===== src/rtl/ctrl_exec_pkg.sv =====
// Shared types and constants for the run-control stage (controle_execucao).
// The state encoding is also what appears on the board LEDs.
package ctrl_exec_pkg;

  typedef enum logic [1:0] {
    ST_PARADO = 2'd0,
    ST_EXEC   = 2'd1,
    ST_PASSO  = 2'd2,
    ST_HALT   = 2'd3
  } estado_t;

  // 10 ms of stable input at 50 MHz before a debounced level may change
  localparam int DEB_CYCLES_DEFAULT = 500000;

endpackage


===== src/rtl/debounce.sv =====
// Two-flop synchronizer followed by a stable-sample counter.
// The output only moves after DEB_CYCLES consecutive synchronized samples
// disagree with it; any agreeing sample restarts the count.
// RST_VAL is the idle level the output and synchronizer take in reset.
module debounce #(
  parameter int   DEB_CYCLES = 500000,
  parameter logic RST_VAL    = 1'b0
) (
  input  logic clock_fpga,
  input  logic reset_n,
  input  logic i_raw,
  output logic o_db
);

  localparam int CW = (DEB_CYCLES > 1) ? $clog2(DEB_CYCLES + 1) : 1;
  localparam logic [CW-1:0] LAST = CW'(DEB_CYCLES - 1);

  logic          r_sync1;
  logic          r_sync2;
  logic          r_db;
  logic [CW-1:0] r_count;

  // Synchronize the raw input, then accept a new level only after it has been stable long enough
  always_ff @(posedge clock_fpga or negedge reset_n) begin
    if (!reset_n) begin
      r_sync1 <= RST_VAL;
      r_sync2 <= RST_VAL;
      r_db    <= RST_VAL;
      r_count <= '0;
    end else begin
      r_sync1 <= i_raw;
      r_sync2 <= r_sync1;
      if (r_sync2 == r_db) begin
        r_count <= '0;
      end else if (r_count == LAST) begin
        r_db    <= r_sync2;
        r_count <= '0;
      end else begin
        r_count <= r_count + CW'(1);
      end
    end
  end

  assign o_db = r_db;

endmodule


===== src/rtl/controle_execucao.sv =====
// Run-control stage feeding the frequency divider: debounces the step key
// and run switch, follows the CPU HLT level and drives congela/halt.
// Modes: free run, frozen, and single step (one new_clock tick per press).
// Optional feature macro: CYCLE_COUNT_EN -- when defined, ciclos counts the
// ticks delivered to the CPU; otherwise ciclos is tied to zero.
module controle_execucao
  import ctrl_exec_pkg::*;
#(
  parameter int DEB_CYCLES = DEB_CYCLES_DEFAULT,
  parameter int CNT_W      = 32
) (
  input  logic             clock_fpga,
  input  logic             reset_n,
  input  logic             key_passo,
  input  logic             sw_exec,
  input  logic             halt_cpu,
  input  logic             new_clock,
  output logic             congela,
  output logic             halt,
  output logic [1:0]       led_estado,
  output logic [CNT_W-1:0] ciclos
);

  logic    w_key_db;
  logic    w_sw_db;
  logic    w_passo_pulse;
  logic    r_key_prev;
  estado_t r_state;
  logic    r_congela;
  logic    r_halt;

  // Step key idles high (active-low button), run switch idles low
  debounce #(
    .DEB_CYCLES(DEB_CYCLES),
    .RST_VAL   (1'b1)
  ) u_deb_passo (
    .clock_fpga(clock_fpga),
    .reset_n   (reset_n),
    .i_raw     (key_passo),
    .o_db      (w_key_db)
  );

  debounce #(
    .DEB_CYCLES(DEB_CYCLES),
    .RST_VAL   (1'b0)
  ) u_deb_exec (
    .clock_fpga(clock_fpga),
    .reset_n   (reset_n),
    .i_raw     (sw_exec),
    .o_db      (w_sw_db)
  );

  // Remember the previous debounced key level to detect a press edge
  always_ff @(posedge clock_fpga or negedge reset_n) begin
    if (!reset_n) begin
      r_key_prev <= 1'b1;
    end else begin
      r_key_prev <= w_key_db;
    end
  end

  assign w_passo_pulse = r_key_prev & ~w_key_db;

  // Run-control FSM; congela/halt are registered alongside the state
  always_ff @(posedge clock_fpga or negedge reset_n) begin
    if (!reset_n) begin
      r_state   <= ST_PARADO;
      r_congela <= 1'b1;
      r_halt    <= 1'b0;
    end else begin
      case (r_state)
        ST_PARADO: begin
          if (w_sw_db) begin
            r_state   <= ST_EXEC;
            r_congela <= 1'b0;
          end else if (w_passo_pulse) begin
            r_state   <= ST_PASSO;
            r_congela <= 1'b0;
          end
        end
        ST_EXEC: begin
          if (halt_cpu) begin
            r_state <= ST_HALT;
            r_halt  <= 1'b1;
          end else if (!w_sw_db) begin
            r_state   <= ST_PARADO;
            r_congela <= 1'b1;
          end
        end
        ST_PASSO: begin
          if (halt_cpu) begin
            r_state <= ST_HALT;
            r_halt  <= 1'b1;
          end else if (new_clock) begin
            r_state   <= ST_PARADO;
            r_congela <= 1'b1;
          end
        end
        ST_HALT: begin
          if (!w_sw_db) begin
            r_state   <= ST_PARADO;
            r_congela <= 1'b1;
            r_halt    <= 1'b0;
          end
        end
        default: begin
          r_state   <= ST_PARADO;
          r_congela <= 1'b1;
          r_halt    <= 1'b0;
        end
      endcase
    end
  end

  assign congela    = r_congela;
  assign halt       = r_halt;
  assign led_estado = r_state;

`ifdef CYCLE_COUNT_EN
  logic [CNT_W-1:0] r_ciclos;

  // Count ticks actually released to the CPU; a simultaneous HLT wins over the tick
  always_ff @(posedge clock_fpga or negedge reset_n) begin
    if (!reset_n) begin
      r_ciclos <= '0;
    end else if ((r_state == ST_EXEC || r_state == ST_PASSO) && new_clock && !halt_cpu) begin
      r_ciclos <= r_ciclos + CNT_W'(1);
    end
  end

  assign ciclos = r_ciclos;
`else
  assign ciclos = '0;
`endif

endmodule


===== config.mk =====
export PLATFORM = sky130hd
export DESIGN_NAME = controle_execucao
export DESIGN_NICKNAME = d
export VERILOG_FILES = /design/src/rtl/ctrl_exec_pkg.sv /design/src/rtl/debounce.sv /design/src/rtl/controle_execucao.sv
export SDC_FILE = /design/constraint.sdc
export NUM_CORES = 1
export LEC_CHECK = 0
export CORE_MARGIN = 4
export CORE_UTILIZATION = 54
export CTS_CLUSTER_DIAMETER = 200
export CTS_CLUSTER_SIZE = 40
export DETAILED_ROUTE_END_ITERATION = 8
export PLACE_DENSITY_LB_ADDON = 0.2
export SLEW_MARGIN = 20
export SYNTH_ARGS = -nofsm -noshare
export SYNTH_HDL_FRONTEND = slang
export SYNTH_SLANG_ARGS = --single-unit

===== constraint.sdc =====
create_clock -name clock_fpga -period 1.8 [get_ports clock_fpga]
set_input_delay 0.27 -clock clock_fpga [delete_from_list [all_inputs] [get_ports clock_fpga]]
set_output_delay 0.27 -clock clock_fpga [all_outputs]
set_load 0.01 [all_outputs]

* Word-level counts from Yosys, hierarchy flattened
Index checks and enable logic that the tools add are counted.
** Operators by class
- Reduce and logical (&&, ||, !) cells :: 8
- Multiplexer cells :: 21
- Bitwise logic cells :: 4
- Add/sub/neg operators :: 2
- Eq/ne operators :: 14
** Operators by type and width (number)
- 2-to-1 mux 19 bit :: 4
- adder 19 x 1 -> 19 bit, second input constant :: 2
- equality test 19 bit, second input constant :: 2
- 2-to-1 mux 2 bit :: 6
- 2-to-1 mux 1 bit :: 8
- inequality test 2 bit, second input constant :: 4
- one-hot mux 2 bit (4 select lines) :: 1
- AND reduction 2 bit :: 3
- equality test 2 bit, second input constant :: 2
- one-hot mux 1 bit (4 select lines) :: 1
- AND reduction 4 bit :: 1
- inequality test 3 x 2 -> 1 bit, second input constant :: 1
- inequality test 3 bit, second input constant :: 1
- inverter 1 bit :: 3
- AND reduction 3 bit :: 1
- equality test 1 bit :: 2
- equality test 2 x 1 -> 1 bit, second input constant :: 1
- logical NOT 2 bit :: 1
- inequality test 2 x 1 -> 1 bit, second input constant :: 1
- one-hot mux 1 bit (2 select lines) :: 1
- nonzero test 2 bit :: 1
- OR reduction 2 bit :: 1
- bitwise AND 1 bit :: 1
** Word-level totals
- Word-level logic and storage cells :: 61
- Flip-flop bits (word level) :: 49
- Input bits :: 6

* Longest topological paths before layout
Gate-level depths: netlist (run 1).
- Depth after elaboration :: 5
- Depth in mapped cells :: 7
- Depth with buffers taken out :: 6

* Modules after synthesis
A second synthesis (run 1) with hierarchy kept.
** Unflattened totals
- Cells, all modules :: 277
- Area, all modules :: 2766.4 µm²
** By module, submodules not included
- debounce (u_deb_passo) :: area each 1083.5 µm², times used 1, seq. area each 554.3 µm², cells each 105
- debounce (u_deb_exec) :: area each 1079.8 µm², times used 1, seq. area each 550.5 µm², cells each 105
- controle_execucao :: area each 603.1 µm², times used 1, seq. area each 127.6 µm², cells each 67

* Worst setup path before layout (run 1)
OpenSTA, ideal clock, no wires.
- Kind :: reg2reg
- Start point :: register u_deb_exec.r_count[0]
- End point :: register u_deb_exec.r_count[10]
- Stages on the path, launching flop included :: 7
- Arrival :: 1546 ps
- Path slack :: 135 ps
- Data required time :: 1681 ps
- Period minus slack after synthesis :: 1665 ps
- Cells stage by stage :: dfrtp_1 -> ha_1 -> and4_1 -> nand4_1 -> o21ai_2 -> buf_6 -> nor2_1
** Between the ends
- Longest elaborated chain between the ends :: 3
** Ends and longest elaborated chain
- from (decl) :: RTL line debounce.sv:21 : logic [CW-1:0] r_count;
- from (signal assigned) :: RTL line debounce.sv:39 : r_count <= r_count + CW'(1);
- adder 19 x 1 -> 19 bit / equality test 19 bit (equally long branches) :: RTL line debounce.sv:39, debounce.sv:35
- 2-to-1 mux 19 bit (*) :: RTL line debounce.sv:35 : end else if (r_count == LAST) begin
- 2-to-1 mux 19 bit (*) :: RTL line debounce.sv:33 : if (r_sync2 == r_db) begin
Mark *: on every way between the ends. The rest lies on a longest branch, timed or not.
A chain may end at the register's enable or synchronous reset.

* Worst setup path in the final report (run 1)
- Start point :: register u_deb_exec.r_count[0]
- End point :: register u_deb_exec.r_db (netlist: u_deb_exec.o_db)
** Between the ends
- Longest elaborated chain between the ends :: 2
** Ends and longest elaborated chain
- equality test 19 bit :: RTL line debounce.sv:35
- AND reduction 2 bit (no line)
- to (signal assigned) :: RTL line debounce.sv:36 : r_db <= r_sync2;
- to (decl) :: RTL line debounce.sv:20 : logic r_db;
Every way passes these cells.

==> results.json, run 1 <==
{
  "ys_seq_area_frac": 0.453,
  "setup_viol": 0,
  "nets": 305,
  "drive_gt1_frac": 0.130,
  "routed_wl_um": 4690,
  "path_cells": "ha_2 > and4_4 > nand4_1 > nor2_1 > mux2_2",
  "final_common_cell": "dfrtp_1",
  "p_leak_nw": 1.28,
  "crit_buf_inv": 0,
  "htreeDepth": 2,
  "fmax_ghz": 0.583,
  "synthTopCellsByArea": "dfrtp_1, buf_4, dfstp_2, nor2_1, xnor2_1",
  "dr.pass1.iters": 4,
  "synth_cells": 275,
  "ff_latch_area_mm2": 0.00123,
  "slew_violations": 0,
  "synth_ff_type": "dfrtp_1",
  "syn_avg_cell_area_um2": 9.88,
  "num_io_pins": 42,
  "place_ws_ns": 0.0648,
  "synth.distinct_cells": 43,
  "cp_slowest_cell": "dfrtp_1",
  "synth_top_area_share": 0.405,
  "grt_pass1_vias": 1741,
  "fin_setup_tns_ns": 0,
  "area_delta_synth_final_pct": 8.01,
  "critPathTopFamily": "simple AND/OR/NAND/NOR gates",
  "ant_nets": 0,
  "cts.sinks": 49,
  "total_power_w": 0.00201,
  "track_usage": 0.168,
  "layout_common_cells": "dfrtp_1, nor2_1, conb_1",
  "placed_area_mm2": 0.00280,
  "ys_seq_elements": 49,
  "multi_input_area_mm2": 0.00130,
  "drc": 0,
  "cts-root-buf": "clkbuf_8",
  "start_kind": "flop",
  "critical_path_arrival_ns": 1.90,
  "synth-edff-count": 0,
  "finalInstanceArea_mm2": 0.00294,
  "place_congestion": 0.804,
  "required_ns": 1.98,
  "cts_tree": "yes",
  "yosys_warnings": 0,
  "clk_latency_ns": 0.30,
  "vias_per_cell": 5.24,
  "drt_iter0_markers": 68,
  "die_area_mm2": 0.00623,
  "yosys.area.top_type": "dfrtp_1",
  "min_period_over_period": 0.953,
  "end_kind": "flop",
  "clkTransAtPathRegs_ns": 0.10,
  "grt-ovfl-total": 0,
  "hold_viol_final": 0,
  "core_mm2": 0.00479,
  "port_buffers": 9,
  "cts_buffers": 5,
  "syn_area_mm2": 0.00272,
  "critPathMaxStageDelay_ns": 0.44,
  "grt_max_degree": 23,
  "die_y_um": 78.9,
  "synthArstFlopShare": 1.00,
  "diodes": 0,
  "cp_max_fo": 5,
  "cap_violations": 0,
  "power_density_mw_per_mm2": 686,
  "dpl.hpwl_um": 3460,
  "placementRows": 25,
  "worst_slack_ns": 0.0839,
  "crit_type": "reg -> reg",
  "finalClockSkew_ns": 0.0133,
  "hp-class": "reg -> reg",
  "vias": 1886,
  "nFillCells": 417,
  "ctsLongestPathBuffers": 2,
  "grt_pass1_wl_um": 8340,
  "ir_drop_mv": 0.579,
  "post_cts_buffers": 0,
  "wl_per_cell_um": 13.0,
  "initial_core_util": 0.568,
  "outcome": "completed",
  "fin_crit_ns": 1.72,
  "antenna_found_initial": 0,
  "hold-worst-slack_ns": 0.355,
  "die_w_um": 78.9
}
state kept, by name, indices dropped and copies added, names as in the netlist:
| register | flops |
|---|---|
| u_deb_passo.o_db | 1 |
| u_deb_passo.r_sync2 | 1 |
| congela | 1 |
| u_deb_exec.r_sync1 | 1 |
| halt | 1 |
| u_deb_exec.o_db | 1 |
| r_key_prev | 1 |
| u_deb_passo.r_sync1 | 1 |
| u_deb_exec.r_sync2 | 1 |
| led_estado | 2 |
| u_deb_exec.r_count | 19 |
| u_deb_passo.r_count | 19 |
logic make-up (layout without fill, tap and decap cells):
kind of cell	after synthesis	after routing	synth area share
simple gates	109	109	0.222
buf+inv	50	37	0.119
flops	49	49	0.454
xor+xnor	30	30	0.0967
compound gates	26	26	0.0635
fa+ha+maj	7	7	0.0322
mux	3	3	0.0120
other cells	1	32	0.00138
layer usage:
layer,wire length (um),GRT usage,vias up
met2,2120,0.267,56
li1,-,-,919
met3,289,0.0374,7
met5,0,0,-
met4,58,0.0430,0
met1,2220,0.233,904
cell usage after synthesis, drive strengths merged, types with 4 or more instances:
cell    n
ha      7
nand3  13
and4    4
and3    4
buf    37
nor4    7
xor2   15
xnor2  15
nand2  12
a21oi   7
dfstp   5
nor4b   4
nor3    5
nor2   35
o21ai   9
dfrtp  44
nand4  15
inv    10
timing repair:
action,4_1_cts,5_1_grt
endpoints found under the hold margin,15,0
resized for setup,0,5
setup endpoints to repair,0,38
hold buffers,1,0
metrics by stage:
step                std cells  utilization
CTS                       360        0.609
global placement          351        0.585
detailed placement        351        0.585
floorplan                 306            -
global route              360        0.613
finish                    360        0.613
final timing paths:
check	slack, ns	cells past startpoint	startpoint	to
setup / recovery	0.08	5	u_deb_exec.r_count[0]$_DFF_PN0_	u_deb_exec.o_db$_DFFE_PN0P_
hold / removal	0.36	0	u_deb_exec.r_sync1$_DFF_PN0_	u_deb_exec.r_sync2$_DFF_PN0_
setup reg to reg	0.08	5	u_deb_exec.r_count[0]$_DFF_PN0_	u_deb_exec.o_db$_DFFE_PN0P_
hold reg to reg	0.36	0	u_deb_exec.r_sync1$_DFF_PN0_	u_deb_exec.r_sync2$_DFF_PN0_
max in group asynchronous	0.76	3	reset_n	u_deb_passo.r_count[2]$_DFF_PN0_
min in group asynchronous	0.45	2	reset_n	u_deb_passo.r_count[17]$_DFF_PN0_
worst reg2reg max path: stages (launching register included):
cell	delay, ns
dfrtp_1	0.44
ha_2	0.24
and4_4	0.28
nand4_1	0.15
nor2_1	0.15
mux2_2	0.33
report_power, final:
part	internal (W)	leakage (nW)	switching, W	total [W]
Clock	0.000413	0.0552	0.000354	0.000767
Combinational	0.0000339	0.570	0.0000813	0.000115
Sequential	0.00112	0.652	0.0000153	0.00113
Total	0.00156	1.28	0.000451	0.00201
layout make-up:
class	count	share of cell area
Sequential cell	49	0.420
Multi-Input combinational cell	207	0.442
Timing Repair Buffer	19	0.0597
Clock inverter	2	0.0119
Clock buffer	6	0.0247
Tap cell	67	0.0286
Inverter	10	0.0128
(Power assumes the default switching activity.)
==> run 2: changes to the inputs <==
--- a/config.mk
+++ b/config.mk
@@ -11,6 +11,7 @@
 export CTS_CLUSTER_SIZE = 40
 export DETAILED_ROUTE_END_ITERATION = 8
 export PLACE_DENSITY_LB_ADDON = 0.2
+export SKIP_LAST_GASP = 1
 export SLEW_MARGIN = 20
 export SYNTH_ARGS = -nofsm -noshare
 export SYNTH_HDL_FRONTEND = slang
==> results.json, run 2 (synthesized netlist as in run 1, its figures left out) <==
{
  "initial_core_util": 0.568,
  "fin_setup_tns_ns": 0,
  "path_cells": "ha_1 > and4_4 > nand4_1 > nor2_1 > mux2_2",
  "final_common_cell": "dfrtp_1",
  "setup_viol": 0,
  "htreeDepth": 2,
  "critical_path_arrival_ns": 1.91,
  "die_y_um": 78.9,
  "required_ns": 1.98,
  "outcome": "completed",
  "cts-root-buf": "clkbuf_8",
  "placed_area_mm2": 0.00280,
  "p_leak_nw": 1.28,
  "nets": 305,
  "slew_violations": 0,
  "r2r_cells": 5,
  "dr.pass1.iters": 4,
  "grt_pass1_vias": 1741,
  "post-route-util": 0.613,
  "fin_crit_ns": 1.72,
  "ir_drop_mv": 0.578,
  "area_delta_synth_final_pct": 7.92,
  "hold_viol_final": 0,
  "start_kind": "flop",
  "drc": 0,
  "hold_end": "u_deb_exec.r_sync2$_DFF_PN0_",
  "finalClockSkew_ns": 0.0131,
  "nFillCells": 419,
  "cts_tree": "yes",
  "antenna_found_initial": 0,
  "worstHoldStart": "u_deb_exec.r_sync1$_DFF_PN0_",
  "grt_max_degree": 23,
  "vias": 1895,
  "clkTransAtPathRegs_ns": 0.10,
  "end_kind": "flop",
  "drt_iter0_markers": 71,
  "ant_nets": 0,
  "grt-ovfl-total": 0,
  "hold-worst-slack_ns": 0.355,
  "die_w_um": 78.9,
  "crit_type": "reg -> reg",
  "critPathTopFamily": "simple AND/OR/NAND/NOR gates",
  "cap_violations": 0,
  "multi_input_area_mm2": 0.00130,
  "core_mm2": 0.00479,
  "hp-class": "reg -> reg",
  "place_congestion": 0.804,
  "power_density_mw_per_mm2": 687,
  "dpl.hpwl_um": 3460,
  "r2r-end": "u_deb_exec.o_db$_DFFE_PN0P_",
  "finalInstanceArea_mm2": 0.00293,
  "cp_max_fo": 5,
  "vias_per_cell": 5.26,
  "die_area_mm2": 0.00623,
  "layout_common_cells": "dfrtp_1, nor2_1, conb_1",
  "port_buffers": 9,
  "crit_buf_inv": 0,
  "clk_latency_ns": 0.30,
  "diodes": 0,
  "fmax_ghz": 0.580,
  "hold_depth": 0,
  "wl_per_cell_um": 13.1,
  "total_power_w": 0.00201,
  "rsz0062_at_grt": "true",
  "track_usage": 0.168,
  "ctsLongestPathBuffers": 2,
  "cp_slowest_cell": "dfrtp_1",
  "num_io_pins": 42,
  "drive_gt1_frac": 0.126,
  "critPathMaxStageDelay_ns": 0.43,
  "grt_pass1_wl_um": 8340,
  "min_period_over_period": 0.958,
  "rr_startpoint": "u_deb_exec.r_count[0]$_DFF_PN0_",
  "cts_buffers": 5,
  "r2r_slack_ns": 0.08,
  "placementRows": 25,
  "routed_wl_um": 4700,
  "ff_latch_area_mm2": 0.00123,
  "cts.sinks": 49
}
## run 2: cell counts in the layout (fill, tap and decap cells not counted)
No cell type changed its count.
## run 2: area by class of cell
| type | count | area share |
|---|---|---|
| clock buffer | 6 | 0.0247 |
| tap | 67 | 0.0286 |
| timing repair buffer | 19 | 0.0597 |
| inverter | 10 | 0.0128 |
| multi-input combinational | 207 | 0.442 |
| sequential | 49 | 0.420 |
| clock inverter | 2 | 0.0119 |
## run 2: timing repair
item / CTS / global route
endpoints found under the hold margin: 15 / 0
hold buffers: 1 / 0
endpoints found under the setup margin: 0 / 38
setup buffers: 0 / 0
gates resized for setup: 0 / 4
## run 2: power breakdown
group	internal (W)	switching [W]
Sequential	0.00112	0.0000151
Clock	0.000413	0.000354
Combinational	0.0000335	0.0000814
## run 2: through the flow
step | setup WS (ns) | cells
finish | 0.0759 | 360
global route | -0.0350 | 360
CTS | 0.0208 | 360
global placement | 0.0680 | 351
detailed placement | 0.0648 | 351
floorplan | 0.135 | 306
## run 2: how the worst max path moves through the flow
| stage | from | end | cells past startpoint |
|---|---|---|---|
| after floorplan | u_deb_exec.r_count[0]$_DFF_PN0_ | u_deb_exec.r_count[10]$_DFF_PN0_ | 6 |
| after global placement | u_deb_exec.r_count[0]$_DFF_PN0_ | u_deb_exec.o_db$_DFFE_PN0P_ | 5 |
| after detailed placement | u_deb_exec.r_count[0]$_DFF_PN0_ | u_deb_exec.o_db$_DFFE_PN0P_ | 5 |
| after CTS | u_deb_exec.r_count[0]$_DFF_PN0_ | u_deb_exec.o_db$_DFFE_PN0P_ | 5 |
| after global routing | u_deb_exec.r_count[0]$_DFF_PN0_ | u_deb_exec.o_db$_DFFE_PN0P_ | 5 |
| final | u_deb_exec.r_count[0]$_DFF_PN0_ | u_deb_exec.o_db$_DFFE_PN0P_ | 5 |
## run 2: worst register-to-register path, stage by stage, from the launching register on
cell     delay [ns]
dfrtp_1        0.43
ha_1           0.26
and4_4         0.29
nand4_1        0.15
nor2_1         0.15
mux2_2         0.33
## run 2: routing by layer
metal	vias up	routed length [um]	global-route usage
met5	-	0	0
met4	0	58	0.0430
met3	7	257	0.0374
met2	49	2120	0.267
met1	919	2270	0.233
li1	920	-	-
==> run 3: changes to the inputs <==
--- a/config.mk
+++ b/config.mk
@@ -6,7 +6,7 @@
 export NUM_CORES = 1
 export LEC_CHECK = 0
 export CORE_MARGIN = 4
-export CORE_UTILIZATION = 54
+export CORE_UTILIZATION = 55
 export CTS_CLUSTER_DIAMETER = 200
 export CTS_CLUSTER_SIZE = 40
 export DETAILED_ROUTE_END_ITERATION = 8
==> constraint.sdc (replaced) <==
create_clock -name clock_fpga -period 2 [get_ports clock_fpga]
set_input_delay 0.3 -clock clock_fpga [delete_from_list [all_inputs] [get_ports clock_fpga]]
set_output_delay 0.3 -clock clock_fpga [all_outputs]
set_load 0.01 [all_outputs]
==> results.json, run 3 (synthesized netlist as in run 1, its figures left out) <==
{
  "die_y_um": 78.3,
  "tightest_slew_ns": 0.589,
  "violations": "hold timing",
  "port_buffers": 9,
  "critPathTopFamily": "simple AND/OR/NAND/NOR gates",
  "cp_max_fo": 7,
  "end_kind": "flop",
  "initial_core_util": 0.572,
  "placed_cells": 348,
  "htreeDepth": 2,
  "ant_nets": 0,
  "nets": 301,
  "hold-worst-slack_ns": -0.00416,
  "cts_hold_buf": 0,
  "cap_violations": 0,
  "fin_crit_ns": 1.78,
  "min_period_over_period": 0.892,
  "cts.sinks": 49,
  "power_density_mw_per_mm2": 638,
  "required_ns": 2.19,
  "critical_path_cell_count": 6,
  "diodes": 0,
  "area_delta_synth_final_pct": 6.63,
  "drive_gt1_frac": 0.114,
  "grt_pass1_wl_um": 8510,
  "critPathMaxStageDelay_ns": 0.39,
  "num_io_pins": 42,
  "cts-root-buf": "clkbuf_8",
  "nFillCells": 420,
  "grt_max_degree": 26,
  "worstSetupEndpoint": "u_deb_passo.r_count[16]$_DFF_PN0_",
  "vias": 1817,
  "grt-ovfl-total": 0,
  "critical_path_arrival_ns": 1.97,
  "grt_pass1_vias": 1815,
  "worst_slack_ns": 0.217,
  "placementRows": 25,
  "drc": 0,
  "maxSlewHeadroom": 0.607,
  "crit_buf_inv": 1,
  "drt_iter0_markers": 53,
  "ir_drop_mv": 0.281,
  "clk_latency_ns": 0.30,
  "dr.pass1.iters": 4,
  "place_congestion": 0.859,
  "r2r_cells": 6,
  "wl_per_cell_um": 13.4,
  "slew_violations": 0,
  "final_common_cell": "dfrtp_1",
  "layout_common_cells": "dfrtp_1, nor2_1, conb_1",
  "p_leak_nw": 1.24,
  "die_area_mm2": 0.00613,
  "r2r-end": "u_deb_passo.r_count[16]$_DFF_PN0_",
  "vias_per_cell": 5.10,
  "finalInstanceArea_mm2": 0.00290,
  "dpl.hpwl_um": 3460,
  "hold_viol_final": 1,
  "ctsLongestPathBuffers": 2,
  "fmax_ghz": 0.561,
  "finalClockSkew_ns": 0.00489,
  "track_usage": 0.172,
  "crit_type": "reg -> reg",
  "clkTransAtPathRegs_ns": 0.09,
  "start_kind": "flop",
  "crit_path_start": "u_deb_passo.r_count[0]$_DFF_PN0_",
  "path_cells": "ha_1 > nand3_1 > nor4_2 > a41o_1 > buf_4 > a21oi_1",
  "antenna_found_initial": 0,
  "placed_area_mm2": 0.00278,
  "cts_tree": "yes",
  "cp_slowest_cell": "dfrtp_1",
  "place_ws_ns": 0.176,
  "core_mm2": 0.00475,
  "setup_viol": 0,
  "r2r_slack_ns": 0.22,
  "die_w_um": 78.3,
  "cts_buffers": 5,
  "hp-class": "in -> async",
  "finalNonFillerCells": 356,
  "outcome": "finished with violations",
  "rr_startpoint": "u_deb_passo.r_count[0]$_DFF_PN0_",
  "routed_wl_um": 4770
}
[run 3: area by class of cell]
class                   instances  area [um2]  area share
well taps                      67        83.8      0.0289
clock inverters                 1        30.0      0.0104
multi-input cells             207        1280       0.443
repair buffers                 15         143      0.0492
flip-flops and latches         49        1230       0.425
inverters                      10        37.5      0.0130
clock buffers                   7        86.3      0.0298
[run 3: stage by stage]
stage               hold WS (ns)  utilization  power [W]  TNS (ns)
detailed placement         0.335        0.584    0.00114         0
finish                  -0.00416        0.609    0.00185         0
CTS                       0.0138        0.608    0.00187         0
global route              0.0308        0.609    0.00193   -0.0551
floorplan                0.00441            -    0.00114         0
global placement           0.331        0.584    0.00114         0
[run 3: power breakdown]
part           leakage [nW]  switching, W  internal, W  total (W)
clock                0.0585      0.000323     0.000408   0.000731
combinational         0.534     0.0000733    0.0000276   0.000101
sequential            0.652     0.0000124      0.00101    0.00102
[run 3: timing repair]
action                                  CTS  global route
gates resized for setup                   0             1
endpoints found under the setup margin    0            13
setup buffers                             0             0
[run 3: layer usage]
| layer | up-vias | share of wire | track usage |
|---|---|---|---|
| met4 | 0 | 0.011 | 0.0612 |
| met5 | - | 0 | 0 |
| met1 | 865 | 0.49 | 0.239 |
| met3 | 5 | 0.037 | 0.0287 |
| met2 | 33 | 0.46 | 0.273 |
| li1 | 914 | - | - |
[run 3: how the worst min path moves through the flow]
stage,to,slack (ns),depth (start not counted)
4_1_cts,u_deb_exec.r_count[4]$_DFF_PN0_,0.01,1
3_5_place_dp,u_deb_exec.r_sync2$_DFF_PN0_,0.33,0
2_1_floorplan,halt$_DFFE_PN0P_,0.004,0
6_report,u_deb_passo.r_count[11]$_DFF_PN0_,-0.004,1
3_3_place_gp,u_deb_passo.r_count[11]$_DFF_PN0_,0.33,1
5_1_grt,u_deb_passo.r_count[13]$_DFF_PN0_,0.03,1
